[config.mk]
export PLATFORM = sky130hd
export DESIGN_NAME = fp_mul_norm_round
export DESIGN_NICKNAME = d
export VERILOG_FILES = /design/src/rtl/fp_mul_pkg.sv /design/src/rtl/fp_round_rne.sv /design/src/rtl/fp_mul_norm_round.sv
export SDC_FILE = /design/constraint.sdc
export NUM_CORES = 1
export LEC_CHECK = 0
export BUFFER_PORTS_ARGS = -buffer_cell sky130_fd_sc_hd__buf_2
export CELL_PAD_IN_SITES_DETAIL_PLACEMENT = 1
export CELL_PAD_IN_SITES_GLOBAL_PLACEMENT = 1
export CORE_UTILIZATION = 44
export DETAILED_ROUTE_END_ITERATION = 6
export GPL_ROUTABILITY_DRIVEN = 1
export PLACE_DENSITY = 0.95
export REMOVE_ABC_BUFFERS = 1
export SETUP_SLACK_MARGIN = 0.15
export SYNTH_ARGS = -nofsm -noshare
export SYNTH_HDL_FRONTEND = slang
export SYNTH_SLANG_ARGS = --single-unit
[constraint.sdc]
create_clock -name clk -period 5.1 [get_ports clk]
set_input_delay 0 -clock clk [delete_from_list [all_inputs] [get_ports clk]]
set_output_delay 0 -clock clk [all_outputs]
set_load 0.03 [all_outputs]
[src/rtl/fp_mul_pkg.sv]
// Shared types and constants for the FP32 multiplier post-multiply stage.
package fp_mul_pkg;

  localparam int FP_MANT_W = 24;
  localparam int FP_EXP_W  = 8;
  localparam int FP_EXPS_W = 10;
  localparam int FRAC_W    = FP_MANT_W - 1;
  // Two spare bits keep the normalise (+1) and round-carry (+1) increments from wrapping.
  localparam int EXPN_W    = FP_EXPS_W + 2;

  localparam int          FP32_BIAS = 127;
  localparam int          EXP_MAX   = 255;
  localparam logic [31:0] QNAN      = 32'h7FC0_0000;
  localparam logic [31:0] POS_INF   = 32'h7F80_0000;

  localparam logic signed [EXPN_W-1:0] EXPN_TOP  = EXPN_W'(EXP_MAX);
  localparam logic signed [EXPN_W-1:0] EXPN_ZERO = EXPN_W'(0);

  typedef enum logic [1:0] {FP_NORM, FP_ZERO, FP_INF, FP_NAN} fp_class_t;

  typedef struct packed {
    logic                     sign;
    logic signed [EXPN_W-1:0] exp;
    logic [FRAC_W-1:0]        mant;
    logic                     guard;
    logic                     sticky;
    fp_class_t                cls;
  } norm_beat_t;

endpackage

[src/rtl/fp_round_rne.sv]
// Round-to-nearest-even on a normalised 23-bit fraction; a carry out of the
// fraction wraps it to zero and bumps the exponent.
module fp_round_rne
  import fp_mul_pkg::*;
(
  input  logic [FRAC_W-1:0]        mant,
  input  logic                     guard,
  input  logic                     sticky,
  input  logic signed [EXPN_W-1:0] exp,
  output logic [FRAC_W-1:0]        mant_r,
  output logic signed [EXPN_W-1:0] exp_r
);

  logic round_up;
  logic carry;

  assign round_up        = guard & (sticky | mant[0]);
  assign {carry, mant_r} = {1'b0, mant} + {{FRAC_W{1'b0}}, round_up};
  assign exp_r           = exp + $signed({{(EXPN_W-1){1'b0}}, carry});

endmodule

[src/rtl/fp_mul_norm_round.sv]
// FP32 multiply post-stage: S1 normalises the 48-bit product, S2 rounds (RNE) and packs.
// Defining FP_MUL_FLAGS_EN adds the out_flags port {overflow, underflow, inexact}.
module fp_mul_norm_round
  import fp_mul_pkg::*;
#(
  parameter int MANT_W = FP_MANT_W,
  parameter int EXP_W  = FP_EXP_W,
  parameter int EXPS_W = FP_EXPS_W
) (
  input  logic                  clk,
  input  logic                  rst,
  input  logic                  in_valid,
  output logic                  in_ready,
  input  logic                  in_sign,
  input  logic [EXPS_W-1:0]     in_exp,
  input  logic [2*MANT_W-1:0]   in_prod,
  input  logic                  in_zero,
  input  logic                  in_inf,
  input  logic                  in_nan,
  output logic                  out_valid,
  input  logic                  out_ready,
`ifdef FP_MUL_FLAGS_EN
  output logic [2:0]            out_flags,
`endif
  output logic [31:0]           out_result
);

  localparam int PROD_W = 2 * MANT_W;

  logic       s1_valid;
  logic       s1_advance;
  logic       s2_advance;
  norm_beat_t s1_next;
  norm_beat_t s1_q;

  logic signed [EXPN_W-1:0] exp_ext;
  logic [FRAC_W-1:0]        mant_r;
  logic signed [EXPN_W-1:0] exp_r;
  logic [31:0]              res_word;

  assign s2_advance = !out_valid | out_ready;
  assign s1_advance = !s1_valid | s2_advance;
  assign in_ready   = !s1_valid | s1_advance;

  assign exp_ext = EXPN_W'($signed(in_exp));

  // S1: a product of two normalised mantissas has its leading one at bit 47 or 46.
  always_comb begin
    // NOTE: every always_comb output is defaulted first so no path can infer a latch.
    s1_next      = '0;
    s1_next.sign = in_sign;
    s1_next.cls  = in_nan  ? FP_NAN  :
                   in_inf  ? FP_INF  :
                   in_zero ? FP_ZERO : FP_NORM;
    if (in_prod[PROD_W-1]) begin
      s1_next.mant   = in_prod[PROD_W-2 -: FRAC_W];
      s1_next.guard  = in_prod[PROD_W-2-FRAC_W];
      s1_next.sticky = |in_prod[PROD_W-3-FRAC_W:0];
      s1_next.exp    = exp_ext + EXPN_W'(1);
    end else begin
      s1_next.mant   = in_prod[PROD_W-3 -: FRAC_W];
      s1_next.guard  = in_prod[PROD_W-3-FRAC_W];
      s1_next.sticky = |in_prod[PROD_W-4-FRAC_W:0];
      s1_next.exp    = exp_ext;
    end
  end

  always_ff @(posedge clk) begin
    // NOTE: clocked state uses <= so every register samples its pre-edge inputs.
    if (rst) begin
      s1_valid <= 1'b0;
    end else if (s1_advance) begin
      s1_valid <= in_valid;
    end
  end

  // NOTE: payload registers carry no reset; s1_valid alone qualifies their contents.
  always_ff @(posedge clk) begin
    if (in_valid && in_ready) begin
      s1_q <= s1_next;
    end
  end

  fp_round_rne u_round (
    .mant   (s1_q.mant),
    .guard  (s1_q.guard),
    .sticky (s1_q.sticky),
    .exp    (s1_q.exp),
    .mant_r (mant_r),
    .exp_r  (exp_r)
  );

  // S2: class priority nan > inf > zero > normal; normal results clamp to inf or flush to zero.
  always_comb begin
    res_word = {s1_q.sign, 31'b0};
    unique case (s1_q.cls)
      FP_NAN:  res_word = QNAN;
      FP_INF:  res_word = POS_INF | {s1_q.sign, 31'b0};
      FP_ZERO: res_word = {s1_q.sign, 31'b0};
      FP_NORM: begin
        if (exp_r >= EXPN_TOP) begin
          res_word = POS_INF | {s1_q.sign, 31'b0};
        end else if (exp_r <= EXPN_ZERO) begin
          res_word = {s1_q.sign, 31'b0};
        end else begin
          res_word = {s1_q.sign, exp_r[EXP_W-1:0], mant_r};
        end
      end
    endcase
  end

  always_ff @(posedge clk) begin
    if (rst) begin
      out_valid  <= 1'b0;
      out_result <= '0;
    end else if (s2_advance) begin
      out_valid <= s1_valid;
      if (s1_valid) begin
        out_result <= res_word;
      end
    end
  end

`ifdef FP_MUL_FLAGS_EN
  logic [2:0] res_flags;

  // Inexact reflects the bits dropped before rounding; clamped results are always inexact.
  always_comb begin
    res_flags = 3'b000;
    if (s1_q.cls == FP_NORM) begin
      if (exp_r >= EXPN_TOP) begin
        res_flags = 3'b101;
      end else if (exp_r <= EXPN_ZERO) begin
        res_flags = 3'b011;
      end else begin
        res_flags = {2'b00, s1_q.guard | s1_q.sticky};
      end
    end
  end

  always_ff @(posedge clk) begin
    if (rst) begin
      out_flags <= '0;
    end else if (s2_advance && s1_valid) begin
      out_flags <= res_flags;
    end
  end
`endif

endmodule

==> summary.md <==
| Metric | Value |
|---|---|
| Outcome | finished clean |
| XOR/XNOR Fraction of Synth Area | 8.65% |
| Synth top area cells | edfxtp_1 31%, dfxtp_1 18%, mux2_2 7.5% |
| Cell Area, Synth | 0.00375 mm2 |
| Period utilisation layout | 81.2% |
| Largest family of logic cells by synthesized area | simple AND/OR/NAND/NOR gates |
| Die Wd | 94.3 um |
| Register area share after synthesis | 49.4% |
| Layout Skew | 0.00986 ns |
| CTS tree | yes |
| Post-synthesis mux area share | 7.51% |
| Share of cells above drive strength 1 | 34.9% |
| CTS buffer count | 9 |
| Initial Utilization | 45.6% |
| Placer Congestion | 0.835 |
| Starting DRT DRC Count | 209 |
| Critical Path AT | 4.37 ns |
| Final Hold Vio Count | 0 |
| Max IR drop VDD | 0.153 mV |
| GR Overflow Total | 0 |
| Chip height | 94.3 um |
| Area leader, netlist | edfxtp_1 |
| Post-CTS sizing | 0 |
| Setup Viol. Count Final | 0 |
| Post-DP Area | 0.00430 mm2 |
| RSZ-0062 raised after global routing | false |
| Post-detail-place hpwl | 7560 um |
| Post-synth cell types | 49 |
| Crit start category | register |
| Global-route wire length before repair | 18800 um |
| Post-Synth Simple-Gate Area | 17.5% |
| Initial antenna violation count | 0 |
| CORE AREA | 0.00822 mm2 |
| DR pass1 iterations | 4 |
| # port buffers | 99 |
| Adder-Cell Fraction of Synth Area | 2.00% |
| Clock Latency Late Sink | 0.35 ns |
| Hold Path Class | in2reg |
| Worst Tran Pin Value | 0.677 ns |
| Design area | 0.00499 mm2 |
| DR DRC count | 0 |
| Post-synth EDFFs | 39 |
| Synth warn | 0 |
| Htree depth | 3 |
| Synth top area share | 31.3% |
| Slew Viols, Final | 0 |
| Post-synthesis cell count | 347 |
| Synth Area in Compound Gates | 11.7% |
| Tot GR Track Use | 28.8% |
| Critical Path RT | 5.33 ns |
| I/O pins | 100 |
| Leak | 0.00201 uW |
| Vias | 3336 |
| Hold WS | 0.0139 ns |
| Power density cells | 268 mW/mm2 |
| Routed wire per std cell | 20.5 um |
| Antenna-violating nets left | 0 |
| Std cell rows | 33 |
| Fin crit period | 4.14 ns |
| Avg Inst Size Synth | 10.8 um2 |
| Final wirelength | 12400 um |
| Clk sinks | 73 |
| Via density | 5.52 |
| Top_reg_cell synth | edfxtp_1 |
| NumNets Final | 565 |
| Syn-to-layout area delta | 33.1% |
| #FFs+latches synth | 73 |
| Max-cap violations | 0 |
| Die area | 0.00889 mm2 |
| Ys async rst share | 0% |
| Vias in the first global route | 3567 |
| Crit Path Category | reg2reg |
| Pre-CTS WS | 1.23 ns |
| Clk root buf | clkbuf_8 |
| Max-slew headroom | 54.6% |
| Filler instances | 901 |
| Fmax | 0.242 GHz |
| Final setup TNS | 0 ns |
| CTS max path bufs | 2 |
| Fin worst setup slack | 0.960 ns |
| Clock-pin slew on the worst setup and hold paths | 0.08 ns |
| Crit path max fanout | 22 |
| Crit path capture type | register |
| Largest net degree at the start of global routing | 40 |
| Power, Total | 1340 uW |
layout by cell type, fill, tap and decap left out, drive strengths merged, types with 2 or more instances in the layout:
master,instances
a21oi,12
a31oi,3
and2,5
and2b,2
and3,5
and4,7
buf,102
clkbuf,13
dfxtp,34
dlygate4sd3,48
edfxtp,39
ha,6
inv,8
mux2,25
nand2,43
nand3,18
nand4,13
nor2,14
nor2b,2
nor3,4
nor4,6
o21a,3
o21ai,30
or4,2
xnor2,14
xor2,23
cell type report:
type                    instances  area, um2  share of cell area (%)
flip-flops and latches         73       1850                    37.1
clock buffers                  13        190                    3.81
clock inverters                 3       17.5                   0.351
repair buffers                150        998                    20.0
inverters                       6       22.5                   0.452
multi-input cells             253       1770                    35.5
diodes                          1       2.50                  0.0502
well taps                     105        131                    2.63
metal layers:
metal	up-vias	track usage, %	share of wire, %
met5	-	0	0
met4	0	13.1	2.5
met3	26	4.53	4.6
met2	113	53.0	54
met1	1641	32.3	38
li1	1556	-	-
cells by family (layout without fill, tap and decap cells):
logic type / count (synthesis) / in the layout
compound gates: 60 / 60
xor+xnor: 37 / 37
fa+ha+maj: 6 / 6
buf+inv: 21 / 172
flops: 73 / 73
mux: 25 / 25
other cells: 0 / 1
simple gates: 125 / 125
worst max-delay path, cell delays in order, from the launching register on:
cell and delay [ns]:
edfxtp_1 0.37, o21a_1 0.15, ha_1 0.21, nand4_1 0.11, nor2_1 0.32, and4_1 0.41, nand2_1 0.14, nor2_1 0.19
ha_1 0.27, and3_2 0.23, a31oi_1 0.08, or4_1 0.48, or4_4 0.44, nand4_2 0.10, buf_4 0.34, o21ai_1 0.16
timing repair:
item,CTS,global route
hold endpoints to repair,46,0
setup buffers,0,0
hold buffers,48,0
worst paths after layout:
check | from | to | slack (ns) | depth (start not counted)
worst max register to register | s1_q[3] | out_result[2] | 0.96 | 15
worst max-delay path | s1_q[3] | out_result[2] | 0.96 | 15
worst min-delay path | in_prod[30] | s1_q[11] | 0.01 | 2
worst min register to register | out_result[4] | out_result[4] | 0.45 | 2
through the flow:
step	std cells	utilization, %
final	604	60.7
after floorplan	332	-
after global placement	539	52.3
after CTS	603	60.7
after global routing	603	60.7
after detailed placement	539	52.3
power by group:
part / leakage, uW / total (uW) / switching (uW) / internal [uW]
Sequential: 0.000653 / 682 / 30.7 / 651
Clock: 0.000111 / 470 / 224 / 246
Combinational: 0.00124 / 185 / 94.2 / 90.6
sequential cells by signal (all words and copies together), names as in the netlist:
name        count
out_valid       1
out_result     32
s1_valid        1
s1_q           39
cell usage after synthesis, types with 2 or more instances:
cell	number
o21ai_2	20
nand2_1	43
a21oi_1	12
xor2_1	23
nand4_1	12
a31oi_1	3
nor4_1	6
o21a_1	3
ha_1	6
buf_1	3
buf_6	4
edfxtp_1	39
and3_1	4
nand3_1	18
and2b_2	2
xnor2_1	14
nor2_1	14
dfxtp_1	34
nor3_1	4
dlygate4sd1_1	2
o21ai_0	8
nor2b_1	2
mux2_2	25
and4_1	7
inv_1	6
clkbuf_1	5
o21ai_1	2
and2_1	5
(Power assumes the default switching activity.)
